## src/rtl/fifo_wr_arbiter.sv

```systemverilog
// Round-robin write-burst scheduler in front of a single-port-style FIFO.
// Interleaves one-cycle read slots between bursts so reads never starve.
module fifo_wr_arbiter #(
  parameter int NREQ      = 4,
  parameter int DW        = 8,
  parameter int MAX_BURST = 4,
  localparam int IW       = $clog2(NREQ),
  localparam int BW       = $clog2(MAX_BURST + 1)
) (
  input  logic              clk,
  input  logic              rst,
  input  logic [NREQ-1:0]   req_valid,
  input  logic [NREQ*DW-1:0] req_data,
  output logic [NREQ-1:0]   req_ready,
  input  logic              rd_req,
  output logic              rd_ack,
  input  logic              fifo_full,
  input  logic              fifo_empty,
  output logic              fifo_wr,
  output logic              fifo_rd,
  output logic [DW-1:0]     fifo_din,
  output logic [IW-1:0]     gnt_id,
  output logic              busy
);

  typedef enum logic [1:0] {
    IDLE,
    GRANT,
    READ
  } state_t;

  state_t         state;
  state_t         state_nx;
  logic [IW-1:0]  gnt_nx;
  logic [IW-1:0]  last_gnt;
  logic [IW-1:0]  last_nx;
  logic [BW-1:0]  burst_cnt;
  logic [BW-1:0]  cnt_nx;

  logic           any_req;
  logic           sel_vld;
  logic [DW-1:0]  sel_data;
  logic           last_beat;
  logic           burst_end;
  logic           rd_ok;

  logic [IW:0]    rot_sh;
  logic [NREQ-1:0] rot;
  logic [IW-1:0]  off;
  logic [IW:0]    pick_sum;
  logic [IW-1:0]  pick;

  always_comb begin
    sel_vld  = 1'b0;
    sel_data = '0;
    for (int i = 0; i < NREQ; i++) begin
      if (gnt_id == IW'(i)) begin
        sel_vld  = req_valid[i];
        sel_data = req_data[i*DW +: DW];
      end
    end
  end

  // Rotate requests so bit 0 is the producer after last_gnt.
  always_comb begin
    rot_sh = {1'b0, last_gnt} + (IW+1)'(1);
    rot    = NREQ'({req_valid, req_valid} >> rot_sh);
    off    = '0;
    for (int k = NREQ - 1; k >= 0; k--) begin
      if (rot[k]) off = IW'(k);
    end
    pick_sum = rot_sh + {1'b0, off};
    if (pick_sum >= (IW+1)'(NREQ)) begin
      pick_sum = pick_sum - (IW+1)'(NREQ);
    end
    pick = pick_sum[IW-1:0];
  end

  assign any_req  = |req_valid;
  assign rd_ok    = rd_req & ~fifo_empty;
  assign busy     = (state != IDLE);
  assign fifo_din = sel_data;

  assign fifo_wr = (state == GRANT) & sel_vld
                 & ~fifo_full;
  assign fifo_rd = (state == READ) & ~fifo_empty;
  assign rd_ack  = fifo_rd;

  always_comb begin
    req_ready = '0;
    for (int i = 0; i < NREQ; i++) begin
      req_ready[i] = fifo_wr & (gnt_id == IW'(i));
    end
  end

  assign last_beat = (burst_cnt == BW'(MAX_BURST - 1));

  // A full FIFO with a waiting reader ends the burst to avoid deadlock.
  assign burst_end = (fifo_wr & last_beat)
                   | ~sel_vld
                   | (fifo_full & rd_req);

  always_comb begin
    state_nx = state;
    gnt_nx   = gnt_id;
    last_nx  = last_gnt;
    cnt_nx   = burst_cnt;
    unique case (state)
      IDLE: begin
        if (any_req) begin
          state_nx = GRANT;
          gnt_nx   = pick;
          cnt_nx   = '0;
        end else if (rd_ok) begin
          state_nx = READ;
        end
      end
      GRANT: begin
        if (fifo_wr) begin
          cnt_nx = burst_cnt + BW'(1);
        end
        if (burst_end) begin
          last_nx  = gnt_id;
          state_nx = rd_ok ? READ : IDLE;
        end
      end
      READ: begin
        state_nx = IDLE;
      end
      default: begin
        state_nx = IDLE;
      end
    endcase
  end

  always_ff @(posedge clk) begin
    if (rst) begin
      state     <= IDLE;
      gnt_id    <= '0;
      last_gnt  <= IW'(NREQ - 1);
      burst_cnt <= '0;
    end else begin
      state     <= state_nx;
      gnt_id    <= gnt_nx;
      last_gnt  <= last_nx;
      burst_cnt <= cnt_nx;
    end
  end

endmodule

```

## config.mk

```make
export PLATFORM = sky130hd
export DESIGN_NAME = fifo_wr_arbiter
export DESIGN_NICKNAME = d
export VERILOG_FILES = /design/src/rtl/fifo_wr_arbiter.sv
export SDC_FILE = /design/constraint.sdc
export NUM_CORES = 1
export LEC_CHECK = 0
export ABC_CLOCK_PERIOD_IN_PS = 2500
export BUFFER_PORTS_ARGS = -buffer_cell sky130_fd_sc_hd__buf_2
export CAP_MARGIN = 20
export CORE_MARGIN = 3
export CORE_UTILIZATION = 41
export CTS_CLUSTER_SIZE = 14
export DETAILED_ROUTE_END_ITERATION = 8
export PLACE_DENSITY = 0.79
export SETUP_SLACK_MARGIN = 0.3
export SLEW_MARGIN = 10
export SYNTH_ARGS = -nofsm -noshare
export SYNTH_HDL_FRONTEND = slang
export SYNTH_SLANG_ARGS = --single-unit
```

## constraint.sdc

```tcl
create_clock -name clk -period 2.5 [get_ports clk]
set_input_delay 0.5 -clock clk [delete_from_list [all_inputs] [get_ports clk]]
set_output_delay 0.5 -clock clk [all_outputs]
set_load 0.02 [all_outputs]
```

==> impl_metrics.toml <==
[outcome]
outcome = "finished clean"

[setup_path]
crit_path_max_fanout = 4
crit_arrival_ns = 1.63
crit_type = "reg -> out"
cp_cell_sequence = "nand2b_1 > or2_2 > nor4b_1 > buf_2"
cp_slowest_cell = "or2_2"
endpoint_kind = "primary output"
cpPeakStageDelay_ns = 0.34
start_kind = "register"
cp.required_ns = 2.00

[yosys]
yosys_warnings = 0
synth_cells = 104
synth_nets = 148
ys_seq_area_share_pct = 20.14
synth_cell_type_count = 36
ys_ff_latch = 9
avgSynthCellArea_sq_um = 8.602
synth_edf_count = 0
async_flop_share_pct = 0
syn-cell-area_sq_um = 894.6
ys.flop_type = "dfxtp_1"

[cells_and_area]
design_area_sq_um = 1199
nNetsFinal = 202
n_antenna_cell = 0
final_cells = 184
layout_commonest_cell = "buf_2"
utilization_pct = 59.28
nFillCells = 189
area_delta_synth_final_pct = 33.99
layout_common_cells = "buf_2 (58), nor2_1 (18), mux4_2 (8), nand2_1 (8), dfxtp_1 (7)"
layout-drive-gt1-share_pct = 51.59

[placed_design]
routabilityCongestion = 0.8360
io_buffers = 58
dp_slack_ns = 0.3747
dp_hpwl_um = 2016
postPlaceCellArea_sq_um = 1167
dp_cells = 180

[routing]
vias_per_cell = 5.342
post-route-drc-count = 0
drt-pass1-iter-count = 4
wire_per_inst_um = 13.32
vias = 983
antenna_left = 0
drtIter0Drc = 23
drt-total-wl_um = 2450

[sta]
final.setup.worst_slack_ns = 0.3662
hold_viol_final = 0
rsz0062_at_grt = "true"
worstMarginPinSlew_ns = 0.4439
period_share_pct = 85.35
whs_ns = 0.4884
finClkSkew_ns = 0.0005257
max_freq_mhz = 468.6
min_period_ns = 2.134
final_max_slew_viol_count = 0
setup-violations-final = 0
tns_ns = 0
relSlewSlack_pct = 70.14

[clock_tree]
cts_hold_buf = 0
cts_setup_buffers = 0
cts_sinks = 9
clockRootBuffer = "clkbuf_4"
cts_buffer_depth = 2
clk_pin_slew_ns = 0.06
cts_max_level = 1
tritoncts = "built"
cts_made_buffers = 3
insertion_delay_ns = 0.26

[grt]
grt_start_max_net_pins = 16
grt_pass1_vias = 907
grt.total_usage_pct = 19.19
gr-total-overflow = 0
antenna_found_initial = 0
grt_pass1_wl_um = 3967

[floorplan]
ioPinCount = 59
num_rows = 16
die_w_um = 52.71
start_util_pct = 44.25
die_area_sq_um = 2778
die_h_um = 52.71
core_sq_um = 2022

[hold_path]
hold_path.class = "reg -> reg"

[pwr]
irDropWorstVdd_uv = 302.0
powerDensity_nw_per_um2 = 504.6
power_mw = 0.6048
p_leak_nw = 0.5636

[flow_run]
maxCapViolCount = 0
timing repair:
action / in CTS / in global routing
resized for setup: 1 / 2
setup endpoints to repair: 9 / 2
gates cloned: 0 / 0
worst max-delay path, delay by kind of cell (launching register included):
kind / cells / cell delay (ns)
buffers and inverters: 1 / 0.22
DFF: 1 / 0.33
and+or+nand+nor: 3 / 0.83
flip-flops by register name (all words and copies together), names as in the netlist:
register,flops
burst_cnt,3
gnt_id,2
last_gnt,2
state,2
logic make-up (layout without fill, tap and decap cells):
| logic type | count (synthesis) | after routing | synth area share [%] |
|---|---|---|---|
| buffers and inverters | 17 | 70 | 9.929 |
| AND/OR/NAND/NOR | 46 | 46 | 25.74 |
| multiplexers | 9 | 9 | 23.08 |
| flip-flops | 9 | 9 | 20.14 |
| AO/OA/AOI/OAI | 20 | 20 | 16.92 |
| adder cells (fa/ha/maj) | 3 | 3 | 4.196 |
final cells by class:
class | instances | area, sq um | share of cell area, %
inverter | 6 | 22.52 | 1.879
tap | 27 | 33.78 | 2.818
clock buffer | 4 | 26.28 | 2.192
timing repair buffer | 60 | 305.3 | 25.47
multi-input combinational | 78 | 625.6 | 52.19
sequential | 9 | 185.2 | 15.45
cells in the mapped netlist, types with 2 or more instances:
cell type,count,area share [%]
inv_1,6,2.5
buf_6,2,2.5
a21oi_1,6,3.4
nand3_1,2,1.1
dfxtp_1,9,20
nor3_1,4,2.2
clkbuf_1,3,1.3
or2_2,4,2.8
ha_1,3,4.2
nand2b_1,2,1.4
and4_1,2,2.0
buf_2,5,2.8
mux4_2,8,20
nand2_1,8,3.4
a31oi_1,2,1.4
nor2_1,18,7.6
metal layers:
| metal | part of all wire, % | track usage (%) |
|---|---|---|
| met2 | 52 | 34.09 |
| met4 | 0.33 | 5.106 |
| met5 | 0 | 0 |
| met1 | 38 | 22.57 |
| met3 | 9.6 | 4.843 |
worst paths after layout:
path / startpoint / slack, ns / cells after the start / end
worst max register to register: last_gnt[0]$_SDFFE_PP1P_ / 0.67 / 7 / gnt_id[1]$_SDFFE_PP0P_
worst min-delay path: burst_cnt[0]$_SDFFE_PP0P_ / 0.49 / 2 / burst_cnt[0]$_SDFFE_PP0P_
worst min register to register: burst_cnt[0]$_SDFFE_PP0P_ / 0.49 / 2 / burst_cnt[0]$_SDFFE_PP0P_
worst max-delay path: state[1]$_SDFFE_PP0P_ / 0.37 / 4 / req_ready[0]
power by group:
group          switching (mW)  leakage, nW  internal [mW]
registers              0.0313       0.0746          0.159
clock network          0.0515       0.0150         0.0616
logic                   0.154        0.474          0.147
Power figures use the tool's default switching activity.
